--- config.mk ---
export PLATFORM = sky130hd
export DESIGN_NAME = sd_spi_cmd_engine
export DESIGN_NICKNAME = d
export VERILOG_FILES = /design/src/rtl/sd_spi_pkg.sv /design/src/rtl/sd_crc7.sv /design/src/rtl/sd_spi_cmd_engine.sv
export SDC_FILE = /design/constraint.sdc
export NUM_CORES = 1
export LEC_CHECK = 0
export BUFFER_PORTS_ARGS = -buffer_cell sky130_fd_sc_hd__buf_4
export CAP_MARGIN = 20
export CORE_ASPECT_RATIO = 1.25
export CORE_MARGIN = 1
export CORE_UTILIZATION = 55
export CTS_BUF_LIST = sky130_fd_sc_hd__clkbuf_16
export CTS_CLUSTER_DIAMETER = 80
export DETAILED_ROUTE_END_ITERATION = 10
export HOLD_SLACK_MARGIN = 0.15
export PLACE_DENSITY = 0.88
export SLEW_MARGIN = 10
export SYNTH_ARGS = -nofsm -noshare
export SYNTH_HDL_FRONTEND = slang
export SYNTH_HIERARCHICAL = 1
export SYNTH_SLANG_ARGS = --single-unit
--- constraint.sdc ---
create_clock -name MasterCLK -period 5.4 [get_ports MasterCLK]
set_input_delay 1.08 -clock MasterCLK [delete_from_list [all_inputs] [get_ports MasterCLK]]
set_output_delay 1.08 -clock MasterCLK [all_outputs]
set_load 0.05 [all_outputs]
--- src/rtl/sd_spi_pkg.sv ---
// sd_spi_pkg: shared state type and constants for the SD SPI command engine.
package sd_spi_pkg;
    typedef enum logic [2:0] {S_IDLE, S_ALIGN, S_PRE, S_SEND, S_POLL, S_RESP, S_POST, S_DONE} sd_state_t;
    localparam logic [7:0] SD_IDLE_BYTE   = 8'hFF;
    localparam logic [6:0] CRC7_POLY      = 7'h09;
    localparam logic [2:0] RESP_EXTRA_MAX = 3'd4;
endpackage

--- src/rtl/sd_crc7.sv ---
// sd_crc7: combinational CRC7 (x^7+x^3+1, init 0) over the 40 command bits, MSB first.
module sd_crc7
    import sd_spi_pkg::*;
(
    input  logic [39:0] data,
    output logic [6:0]  crc
);
    always_comb begin
        crc = '0;
        for (int i = 39; i >= 0; i--)
            crc = {crc[5:0], 1'b0} ^ ((data[i] ^ crc[6]) ? CRC7_POLY : 7'h00);
    end
endmodule

--- src/rtl/sd_spi_cmd_engine.sv ---
// sd_spi_cmd_engine: frames one SD command, feeds it to the SPI byte shifter,
// polls for R1, gathers trailing response bytes and drives chip select.
module sd_spi_cmd_engine
    import sd_spi_pkg::*;
#(
    parameter int NCR_MAX     = 8,
    parameter int SYNC_STAGES = 2
) (
    input  logic        MasterCLK,
    input  logic        Reset_n,
    input  logic        Cmd_Start,
    input  logic [5:0]  Cmd_Index,
    input  logic [31:0] Cmd_Arg,
    input  logic [2:0]  Resp_Extra,
    output logic        Busy,
    output logic        Done,
    output logic        Timeout,
    output logic [7:0]  Resp_R1,
    output logic [31:0] Resp_Data,
    output logic [7:0]  OutputData,
    output logic        SPI_Enable,
    output logic        SD_CS,
    input  logic [7:0]  InputData,
    input  logic        DataClk
);
    localparam int PW = $clog2(NCR_MAX + 1);
    sd_state_t state, state_nx;
    logic [SYNC_STAGES-1:0] dclk_sync;
    logic dclk_prev, byte_tick;
    logic [5:0] idx, idx_nx;
    logic [31:0] arg, arg_nx, data_nx;
    logic [2:0] extra, extra_nx, byte_cnt, byte_cnt_nx, cnt_sel;
    logic [PW-1:0] poll, poll_nx;
    logic [6:0] crc, crc_nx, crc_calc;
    logic [7:0] out_nx, r1_nx, cmd_byte;
    logic en_nx, cs_nx, to_nx;
    sd_crc7 u_crc (.data({2'b01, Cmd_Index, Cmd_Arg}), .crc(crc_calc));
    assign byte_tick = dclk_sync[SYNC_STAGES-1] & ~dclk_prev;
    assign Busy = (state != S_IDLE) && (state != S_DONE);
    assign Done = (state == S_DONE);
    assign cnt_sel = (state == S_PRE) ? 3'd0 : byte_cnt + 3'd1;
    always_comb begin
        case (cnt_sel)
            3'd0:    cmd_byte = {2'b01, idx};
            3'd1:    cmd_byte = arg[31:24];
            3'd2:    cmd_byte = arg[23:16];
            3'd3:    cmd_byte = arg[15:8];
            3'd4:    cmd_byte = arg[7:0];
            default: cmd_byte = {crc, 1'b1};
        endcase
    end
    always_comb begin
        state_nx    = state;
        idx_nx      = idx;
        arg_nx      = arg;
        extra_nx    = extra;
        crc_nx      = crc;
        byte_cnt_nx = byte_cnt;
        poll_nx     = poll;
        out_nx      = OutputData;
        en_nx       = SPI_Enable;
        cs_nx       = SD_CS;
        to_nx       = Timeout;
        r1_nx       = Resp_R1;
        data_nx     = Resp_Data;
        case (state)
            S_IDLE: if (Cmd_Start) begin
                idx_nx   = Cmd_Index;
                arg_nx   = Cmd_Arg;
                crc_nx   = crc_calc;
                extra_nx = (Resp_Extra > RESP_EXTRA_MAX) ? RESP_EXTRA_MAX : Resp_Extra;
                out_nx   = SD_IDLE_BYTE;
                to_nx    = 1'b0;
                r1_nx    = SD_IDLE_BYTE;
                data_nx  = '0;
                state_nx = S_ALIGN;
            end
            // enabling the shifter only on a byte strobe keeps SCLK bursts byte-aligned
            S_ALIGN: if (byte_tick) begin
                en_nx    = 1'b1;
                cs_nx    = 1'b0;
                state_nx = S_PRE;
            end
            S_PRE: if (byte_tick) begin
                out_nx      = cmd_byte;
                byte_cnt_nx = 3'd0;
                state_nx    = S_SEND;
            end
            S_SEND: if (byte_tick && byte_cnt >= 3'd5) begin
                out_nx   = SD_IDLE_BYTE;
                poll_nx  = '0;
                state_nx = S_POLL;
            end else if (byte_tick) begin
                out_nx      = cmd_byte;
                byte_cnt_nx = cnt_sel;
            end
            S_POLL: if (byte_tick && !InputData[7]) begin
                r1_nx       = InputData;
                byte_cnt_nx = 3'd0;
                state_nx    = (extra == 3'd0) ? S_POST : S_RESP;
            end else if (byte_tick && poll >= PW'(NCR_MAX - 1)) begin
                to_nx    = 1'b1;
                r1_nx    = SD_IDLE_BYTE;
                state_nx = S_POST;
            end else if (byte_tick) begin
                poll_nx = poll + PW'(1);
            end
            S_RESP: if (byte_tick) begin
                data_nx     = Resp_Data | ({InputData, 24'h0} >> {byte_cnt, 3'b000});
                byte_cnt_nx = byte_cnt + 3'd1;
                state_nx    = (byte_cnt_nx >= extra) ? S_POST : S_RESP;
            end
            S_POST: if (byte_tick) begin
                en_nx    = 1'b0;
                cs_nx    = 1'b1;
                state_nx = S_DONE;
            end
            default: state_nx = S_IDLE;
        endcase
    end
    always_ff @(posedge MasterCLK or negedge Reset_n) begin
        if (!Reset_n) begin
            state      <= S_IDLE;
            dclk_sync  <= '0;
            dclk_prev  <= 1'b0;
            idx        <= '0;
            arg        <= '0;
            extra      <= '0;
            crc        <= '0;
            byte_cnt   <= '0;
            poll       <= '0;
            OutputData <= SD_IDLE_BYTE;
            SPI_Enable <= 1'b0;
            SD_CS      <= 1'b1;
            Timeout    <= 1'b0;
            Resp_R1    <= SD_IDLE_BYTE;
            Resp_Data  <= '0;
        end else begin
            state      <= state_nx;
            dclk_sync  <= {dclk_sync[SYNC_STAGES-2:0], DataClk};
            dclk_prev  <= dclk_sync[SYNC_STAGES-1];
            idx        <= idx_nx;
            arg        <= arg_nx;
            extra      <= extra_nx;
            crc        <= crc_nx;
            byte_cnt   <= byte_cnt_nx;
            poll       <= poll_nx;
            OutputData <= out_nx;
            SPI_Enable <= en_nx;
            SD_CS      <= cs_nx;
            Timeout    <= to_nx;
            Resp_R1    <= r1_nx;
            Resp_Data  <= data_nx;
        end
    end
endmodule

==> results.toml, run 1 <==
[setup_path]
rr_worst_depth = 7
r2r_start = "byte_cnt[0]$_DFFE_PN0P_"
arrival_ns = 3.46
start_kind = "input port"
critPathKind = "input port to flip-flop"
crit_path_end_kind = "flip-flop"
crit_end = "crc[3]$_DFFE_PN0P_"
worst_path_largest_cell_delay_ns = 0.43
cp_max_fo = 3
crit_start = "Cmd_Index[2]"
slowest_stage = "xnor3_1"
timing.critical_path.cells = "buf_4, xnor3_1, xnor2_1, xnor2_1, xnor3_1, xnor3_1, xnor2_1, mux2_2"
rr_endpoint = "state[0]$_DFFE_PN0P_"
required_ns = 5.65
ff2ff_setup_slack_ns = 2.22

[outcome]
outcome = "finished clean"

[logic_synthesis]
synthDistinctLibCells = 63
synthMostInstantiatedCell = "dfrtp_1"
ys.warnings.count = 6
yosysSeqAreaShare_pct = 48.4
synth.cells.most_frequent = "dfrtp_1, a21oi_1, nor2_1"
synth-seq-cells = 112
yosys.area.top_type = "dfrtp_1"
synth_area_mm2 = 0.00583
synthCells = 523
synthArstFlopShare_pct = 100
syn_area_per_cell_um2 = 11.2
synth_ff_type = "dfrtp_1"
synth_area_leaders = "dfrtp_1, mux2_2, dfstp_2"
netlist.area_leader.share_pct = 40.8
synth_edf_count = 0

[timing]
period_share_pct = 59.5
hold_viol = 0
worstMarginPinSlew_ns = 0.928
setup_viol = 0
slew_viol_final = 0
clock.fmax_mhz = 311
tns_ns = 0
rsz0062_at_grt = "false"
fin_crit_ns = 3.21
timing.hold.ws_ns = 0.357
clock_skew_ns = 0.00444
slew_headroom_pct = 37.6

[floorplanning]
ios = 106
core_area_mm2 = 0.0102
rows = 41
die_w_um = 94.1
die-area_mm2 = 0.0110
dieHeight_um = 117
initial_core_util_pct = 57.1

[global_route]
grt_max_degree = 84
antenna_found_initial = 0
grt_pass1_wl_um = 23500
overflow = 0
grt_use_total_pct = 28.8
grt_pass1_vias = 4544

[power_and_ir_drop]
p_per_area_mw_per_mm2 = 549
p_comb_share_pct = 46.9
p_int_mw = 2.25
switching_power_mw = 1.60
clock_power_share_pct = 17.6
p_leak_nw = 3.38
switching_share_pct = 41.5
p_seq_share_pct = 35.5
peakVddDrop_mv = 0.348

[cts]
ctsHoldBuffers = 0
numClockSinks = 112
cts_resized = 0
htreeDepth = 3
clkSlewWorstSetupHoldPaths_ns = 0.08
cts_buffers = 9
clockBufferDepth = 2
cts-root-buf = "clkbuf_16"
post_cts_buffers = 0
clock_latency_ns = 0.36
cts_tree = "built"

[placed_design]
gp_congestion = 0.916
place.port_buffers = 105
dp_hpwl_um = 10800

[job]
drv_cap = 0

[route]
wire_per_inst_um = 19.6
ant_nets = 0
viasPerCell = 6.00
drtIter0Drc = 336
via_count = 4527
drc = 0
wirelength_um = 14800
drt_first_pass_iters = 5

[finish]
areaGrowthSynthToFinish_pct = 20.4
finalNetCount = 679
drive_above_1_share_pct = 33.4
n_antenna_cell = 0

[min_path]
hp-class = "flip-flop to flip-flop"
-- cells in the final DEF, fill, tap and decap left out, drive strengths merged, types with 4 or more instances in the layout --
cell type	n
o22a	7
ha	6
nand3	8
o22ai	5
o21ai	19
mux2	45
xnor2	36
dfstp	17
nor2	60
nand4	4
nand2	28
inv	18
conb	5
xor2	14
dfrtp	95
nor2b	6
nor3	9
buf	109
clkbuf	9
xnor3	14
a41oi	4
a21oi	58
-- power by group through the flow --
stage | registers [mW] | clock network, mW | logic (mW)
after floorplan | 1.51 | 0 | 1.17
after global routing | 1.39 | 0.715 | 1.92
after global placement | 1.36 | 0 | 1.72
after detailed placement | 1.37 | 0 | 1.78
after CTS | 1.36 | 0.684 | 1.79
final | 1.37 | 0.677 | 1.81
-- worst min-delay path by stage --
stage | endpoint | cells after the start | startpoint
floorplan | dclk_sync[1]$_DFF_PN0_ | 0 | dclk_sync[0]$_DFF_PN0_
global placement | dclk_sync[1]$_DFF_PN0_ | 0 | dclk_sync[0]$_DFF_PN0_
detailed placement | dclk_sync[1]$_DFF_PN0_ | 0 | dclk_sync[0]$_DFF_PN0_
CTS | dclk_sync[1]$_DFF_PN0_ | 0 | dclk_sync[0]$_DFF_PN0_
global route | dclk_sync[1]$_DFF_PN0_ | 0 | dclk_sync[0]$_DFF_PN0_
finish | dclk_sync[1]$_DFF_PN0_ | 0 | dclk_sync[0]$_DFF_PN0_
-- routing by layer --
layer  wire length [µm]  global-route usage (%)
met1               5530                    33.0
met2               7760                    51.7
met3                787                    3.49
met4                722                    16.9
met5                  0                       0
-- worst max-delay path, delay by kind of cell --
kind / cells / cell delay, ns
multiplexers: 1 / 0.27
XOR/XNOR: 6 / 2.01
buffers and inverters: 1 / 0.09
-- state kept, by name, summed over array words and instances (netlist names) --
signal / flops
arg: 32
dclk_prev: 1
Timeout: 1
OutputData: 8
poll: 4
byte_cnt: 3
idx: 6
Resp_R1: 8
SD_CS: 1
SPI_Enable: 1
Resp_Data: 32
crc: 7
state: 3
dclk_sync: 2
extra: 3
-- cell type report --
cell class / instances / area (µm²)
clock buffer: 9 / 225
clock inverter: 7 / 81.3
fill: 732 / 3190
inverter: 13 / 48.8
multi-input combinational: 375 / 2840
sequential: 112 / 2820
tap: 129 / 161
timing repair buffer: 109 / 838
-- through the flow --
step	utilization (%)	power [mW]	cells	cell area, µm²	setup WS, ns
global route	68.8	4.02	754	7020	2.00
floorplan	-	2.68	526	5840	2.12
detailed placement	65.5	3.15	737	6690	1.84
CTS	68.5	3.84	753	6990	2.21
global placement	65.5	3.08	737	6690	1.92
finish	68.8	3.86	754	7020	2.19
-- cell families (layout without fill, tap and decap cells) --
kind of cell / Yosys count / after routing / synth area share [%]
adders and majority gates: 6 / 6 / 1.29
xor gates and xnor gates: 66 / 66 / 14.5
muxes: 48 / 48 / 9.20
DFF: 112 / 112 / 48.4
buffers and inverters: 39 / 138 / 3.11
other: 2 / 5 / 0.129
and+or+nand+nor: 130 / 130 / 10.6
AOI/OAI and AO/OA: 120 / 120 / 12.7
No activity file was read; power rests on OpenSTA's default activity.
==> inputs of run 2 (changes only) <==
--- a/config.mk
+++ b/config.mk
@@ -9,12 +9,12 @@
 export CAP_MARGIN = 20
 export CORE_ASPECT_RATIO = 1.25
 export CORE_MARGIN = 1
-export CORE_UTILIZATION = 55
+export CORE_UTILIZATION = 51
 export CTS_BUF_LIST = sky130_fd_sc_hd__clkbuf_16
 export CTS_CLUSTER_DIAMETER = 80
 export DETAILED_ROUTE_END_ITERATION = 10
 export HOLD_SLACK_MARGIN = 0.15
-export PLACE_DENSITY = 0.88
+export PLACE_DENSITY = 0.86
 export SLEW_MARGIN = 10
 export SYNTH_ARGS = -nofsm -noshare
 export SYNTH_HDL_FRONTEND = slang
==> constraint.sdc (replaced) <==
create_clock -name MasterCLK -period 2.7 [get_ports MasterCLK]
set_input_delay 0.54 -clock MasterCLK [delete_from_list [all_inputs] [get_ports MasterCLK]]
set_output_delay 0.54 -clock MasterCLK [all_outputs]
set_load 0.05 [all_outputs]
==> run 2 against run 1 <==
Effect of this change:
- the flow now finishes with violations (DRC)
- setup slack lost 2.1 ns
- sequential share of layout area shrank 1.1 points
- clock skew grew 0.0043 ns
- register-to-register slack lost 1.8 ns
- largest cell class unchanged
- largest power group unchanged
==> results.toml, run 2 (synthesis gave the netlist of run 1 again) <==
[finish]
areaGrowthSynthToFinish_pct = 23.7
final_common_cell = "buf_4"
finalCoreUtilization_pct = 64.8
top_regs = "Resp_Data: 32 flops, arg: 32 flops"
seq_area_mm2 = 0.00282
drive_above_1_share_pct = 35.7
finalNetCount = 704
instances_no_fill = 785
fill_cells = 827
multi_input_area_mm2 = 0.00285
n_antenna_cell = 0
final_cell_mix = "buf_4, dfrtp_1, a21oi_1"

[timing]
worstMarginPinSlew_ns = 0.733
setup_viol = 0
timing.hold.ws_ns = 0.302
fin_crit_ns = 2.60
slew_viol_final = 0
clock.fmax_mhz = 384
hold_viol = 0
clock_skew_ns = 0.00878
slew_headroom_pct = 51.2
rsz0062_at_grt = "false"
period_share_pct = 96.3

[cts]
cts_tree = "built"
cts_buffers = 9
cts_resized = 0
cts-root-buf = "clkbuf_16"
htreeDepth = 3
clock_latency_ns = 0.35
numClockSinks = 112
clockBufferDepth = 2
clkSlewWorstSetupHoldPaths_ns = 0.07

[power_and_ir_drop]
p_per_area_mw_per_mm2 = 1070
peakVddDrop_mv = 0.780
p_leak_nw = 3.50

[route]
viasPerCell = 5.87
via_count = 4607
wire_per_inst_um = 18.2
wirelength_um = 14300
drc = 22
drtIter0Drc = 271
drt_first_pass_iters = 8
ant_nets = 0

[global_route]
grt_pass1_wl_um = 22700
grt_pass1_vias = 4608
grt_use_total_pct = 24.9
overflow = 0
grt_max_degree = 68
antenna_found_initial = 0

[floorplanning]
dieHeight_um = 122
die_w_um = 97.6
initial_core_util_pct = 52.4
core_area_mm2 = 0.0111
die-area_mm2 = 0.0119
rows = 43
ios = 106

[setup_path]
cp_max_fo = 3
critPathKind = "input port to flip-flop"
required_ns = 2.94
start_kind = "input port"
crit_path_end_kind = "flip-flop"
arrival_ns = 2.84

[outcome]
violations = "DRC"
outcome = "finished, violations left"

[job]
drv_cap = 0

[placed_design]
dp_hpwl_um = 10900
place.port_buffers = 105
gp_congestion = 0.937
dp_cells = 768

[min_path]
hp-class = "input port to flip-flop"
==> run 2: cell count changes in the layout (fill, tap and decap cells not counted) <==
cell / before / now
inv_8: 2 / 0
xnor2_1: 32 / 31
clkinvlp_4: 0 / 2
clkinv_4: 0 / 2
dlygate4sd3_1: 0 / 1
buf_4: 108 / 130
inv_6: 3 / 1
clkinv_8: 2 / 0
buf_12: 0 / 3
inv_1: 12 / 14
xnor2_2: 4 / 5
buf_16: 1 / 0
==> run 2: path summary, 6_finish.rpt <==
path / startpoint / end / slack [ns] / cells past startpoint
max in group asynchronous: Reset_n / SD_CS$_DFFE_PN1P_ / 1.38 / 3
max reg2reg: byte_cnt[0]$_DFFE_PN0P_ / state[0]$_DFFE_PN0P_ / 0.43 / 9
max: Cmd_Index[0] / crc[2]$_DFFE_PN0P_ / 0.1 / 8
min: DataClk / dclk_sync[0]$_DFF_PN0_ / 0.30 / 1
min reg2reg: dclk_sync[0]$_DFF_PN0_ / dclk_sync[1]$_DFF_PN0_ / 0.36 / 0
min in group asynchronous: Reset_n / idx[0]$_DFFE_PN0P_ / 0.61 / 2
==> run 2: routing by layer <==
| layer | up-vias | wire (µm) | global-route usage (%) |
|---|---|---|---|
| li1 | 2074 | - | - |
| met1 | 2246 | 5440 | 29.1 |
| met2 | 238 | 7340 | 44.6 |
| met3 | 49 | 934 | 4.19 |
| met4 | 0 | 587 | 11.9 |
| met5 | - | 0 | 0 |
==> run 2: critical path: stages <==
cell     delay [ns]
buf_4          0.12
xnor3_4        0.44
xor3_2         0.49
xnor2_2        0.24
xnor3_2        0.41
xnor2_2        0.23
xnor2_1        0.10
mux2_2         0.26
==> run 2: what timing repair did <==
item | in CTS | in global routing
endpoints found under the hold margin | 12 | 0
setup buffers | 0 | 0
setup endpoints to repair | 0 | 0
hold buffers | 1 | 0
==> run 2: where the power goes <==
| part | switching [mW] | internal [mW] |
|---|---|---|
| clock network | 0.597 | 0.626 |
| registers | 0.411 | 2.26 |
| logic | 2.09 | 1.73 |
| total | 3.10 | 4.62 |
==> run 2: cell type report <==
type                    instances  area share [%]
clock buffers                   9            3.12
repair buffers                134            14.5
multi-input cells             375            39.5
inverters                      13           0.677
well taps                     135            2.34
clock inverters                 7           0.677
flip-flops and latches        112            39.2
==> run 2: through the flow <==
step / power (mW) / setup TNS, ns / cell area (µm²) / setup slack [ns]
2_1_floorplan: 5.34 / 0 / 5850 / 0.00317
3_3_place_gp: 6.29 / -1.04 / 6930 / -0.184
3_5_place_dp: 6.46 / -1.49 / 6930 / -0.253
4_1_cts: 7.71 / 0 / 7210 / 0.109
5_1_grt: 8.10 / 0 / 7210 / 0.0612
6_report: 7.72 / 0 / 7210 / 0.0990
==> inputs of run 3 (changes only) <==
--- a/config.mk
+++ b/config.mk
@@ -20,3 +20,4 @@
 export SYNTH_HDL_FRONTEND = slang
 export SYNTH_HIERARCHICAL = 1
 export SYNTH_SLANG_ARGS = --single-unit
+export TNS_END_PERCENT = 1
==> constraint.sdc (replaced) <==
create_clock -name MasterCLK -period 2.25 [get_ports MasterCLK]
set_input_delay 0.45 -clock MasterCLK [delete_from_list [all_inputs] [get_ports MasterCLK]]
set_output_delay 0.45 -clock MasterCLK [all_outputs]
set_load 0.05 [all_outputs]
==> run 3 against run 2 <==
Effect of this change:
- the run ends with DRC, setup timing left
- count of clock-buffer cells in the layout unchanged
- sequential share of layout area is 2.0 points lower
- routed wire length rose by 9.6%
- setup slack worse by 0.30 ns
- worst hold slack got worse by 0.098 ns
- critical path type unchanged
- largest cell class unchanged
- largest power group unchanged
==> results.toml, run 3 (synthesis gave the netlist of run 1 again) <==
[route]
viasPerCell = 5.84
wire_per_inst_um = 19.2
drtIter0Drc = 287
ant_nets = 0
wirelength_um = 15700
via_count = 4766
drc = 20
drt_first_pass_iters = 8

[timing]
hold_viol = 0
period_share_pct = 109
slew_headroom_pct = 64.7
fin_ws_ns = -0.198
tns_ns = -0.906
fin_crit_ns = 2.45
slew_viol_final = 0
worstMarginPinSlew_ns = 0.528
clock_skew_ns = 0.0128
clock.fmax_mhz = 408
rsz0062_at_grt = "true"
setup_viol = 7

[setup_path]
critPathKind = "input port to flip-flop"
crit_path_end_kind = "flip-flop"
path_buf_inv = 1
critical_path.top_delay_family = "XOR/XNOR gates"
start_kind = "input port"
ff2ff_setup_slack_ns = 0.10
path_common_cell = "xnor2_2"
worst_path_largest_cell_delay_ns = 0.47
arrival_ns = 2.69
slowest_stage = "xor3_2"
required_ns = 2.49
timing.critical_path.cells = "buf_4, xnor3_1, xor3_2, xnor2_2, xnor3_2, xnor2_2, xnor2_1, mux2_2"
cp_max_fo = 3

[placed_design]
place.port_buffers = 105
gp_congestion = 0.904
dp_hpwl_um = 11700
place_area_mm2 = 0.00715
dp_cells = 794
dp_worst_setup_slack_ns = -0.512

[floorplanning]
ios = 106
die-area_mm2 = 0.0119
core_area_mm2 = 0.0111
dieHeight_um = 122
die_w_um = 97.6
initial_core_util_pct = 52.4
rows = 43

[global_route]
grt_pass1_wl_um = 25100
grt_use_total_pct = 27.7
antenna_found_initial = 0
grt_max_degree = 67
grt_pass1_vias = 4902
overflow = 0

[finish]
top_regs = "Resp_Data: 32 flops, arg: 32 flops"
drive_above_1_share_pct = 41.9
n_antenna_cell = 0
final_common_cell = "buf_4"
areaGrowthSynthToFinish_pct = 30.3
instances_no_fill = 816
final_cell_mix = "buf_4, dfrtp_1, a21oi_1"
finalCoreUtilization_pct = 68.2
finalNetCount = 735
fin_area_mm2 = 0.00760

[cts]
cts-root-buf = "clkbuf_16"
clkSlewWorstSetupHoldPaths_ns = 0.07
cts_buffers = 9
clock_latency_ns = 0.35
cts_tree = "built"
clockBufferDepth = 2
numClockSinks = 112
htreeDepth = 3

[power_and_ir_drop]
peakVddDrop_mv = 0.930
switching_share_pct = 40.6
switching_power_mw = 4.00
p_int_mw = 5.86
p_seq_share_pct = 32.4
clock_power_share_pct = 15.4
p_per_area_mw_per_mm2 = 1300
p_comb_share_pct = 52.2
p_leak_nw = 3.72

[outcome]
violations = "DRC, setup timing"
outcome = "finished, violations left"

[job]
drv_cap = 0

[min_path]
hp-class = "input port to flip-flop"
[run 3: cell types whose count changed in the layout (fill, tap and decap cells not counted), sizes merged]
cell	change
buf	+31
inv	+1
clkinvlp	-1
[run 3: area by class of cell]
| cell class | instances | area [µm²] |
|---|---|---|
| repair buffers | 165 | 1280 |
| clock buffers | 9 | 225 |
| clock inverters | 7 | 55.1 |
| fillers | 824 | 3540 |
| multi-input cells | 375 | 2990 |
| flip-flops and latches | 112 | 2830 |
| inverters | 13 | 48.8 |
| well taps | 135 | 169 |
[run 3: per-layer routing]
metal / up-vias / global-route usage [%] / share of wire, %
met5: - / 0 / 0
met4: 0 / 15.2 / 4.4
met3: 52 / 3.90 / 5.0
met2: 225 / 50.9 / 53
met1: 2350 / 31.3 / 37
li1: 2139 / - / -
[run 3: what timing repair did]
action,CTS,global route
pin swaps,18,8
hold endpoints to repair,64,0
resized for setup,15,6
hold buffers,1,0
setup buffers,5,1
endpoints found under the setup margin,8,11
[run 3: through the flow]
step,total power [mW],hold WS (ns)
CTS,9.74,0.194
floorplan,6.47,0.154
global placement,7.79,0.336
finish,9.86,0.205
global route,10.3,0.195
detailed placement,8.00,0.336
[run 3: worst register-to-register path, stage by stage, from the launching register on]
cell       delay, ns
dfrtp_2         0.43
ha_2            0.20
and2b_1         0.22
nor2_4          0.11
inv_2           0.04
ha_1            0.28
nand2_1         0.08
o2111ai_2       0.26
o21ai_1         0.09
a221o_1         0.32
[run 3: power groups by stage]
stage	clock, mW	sequential (mW)	combinational (mW)
6_report	1.52	3.19	5.14
3_3_place_gp	0	3.18	4.61
3_5_place_dp	0	3.21	4.79
4_1_cts	1.54	3.18	5.02
5_1_grt	1.61	3.25	5.48
2_1_floorplan	0	3.63	2.83
[run 3: worst paths after layout]
kind / from / endpoint / cells past startpoint
hold / removal: DataClk / dclk_sync[0]$_DFF_PN0_ / 1
setup reg to reg: byte_cnt[1]$_DFFE_PN0P_ / state[0]$_DFFE_PN0P_ / 9
max in group asynchronous: Reset_n / OutputData[2]$_DFFE_PN1P_ / 3
min in group asynchronous: Reset_n / Resp_Data[31]$_DFFE_PN0P_ / 3
setup / recovery: Cmd_Arg[29] / crc[5]$_DFFE_PN0P_ / 8
hold reg to reg: dclk_sync[0]$_DFF_PN0_ / dclk_sync[1]$_DFF_PN0_ / 0
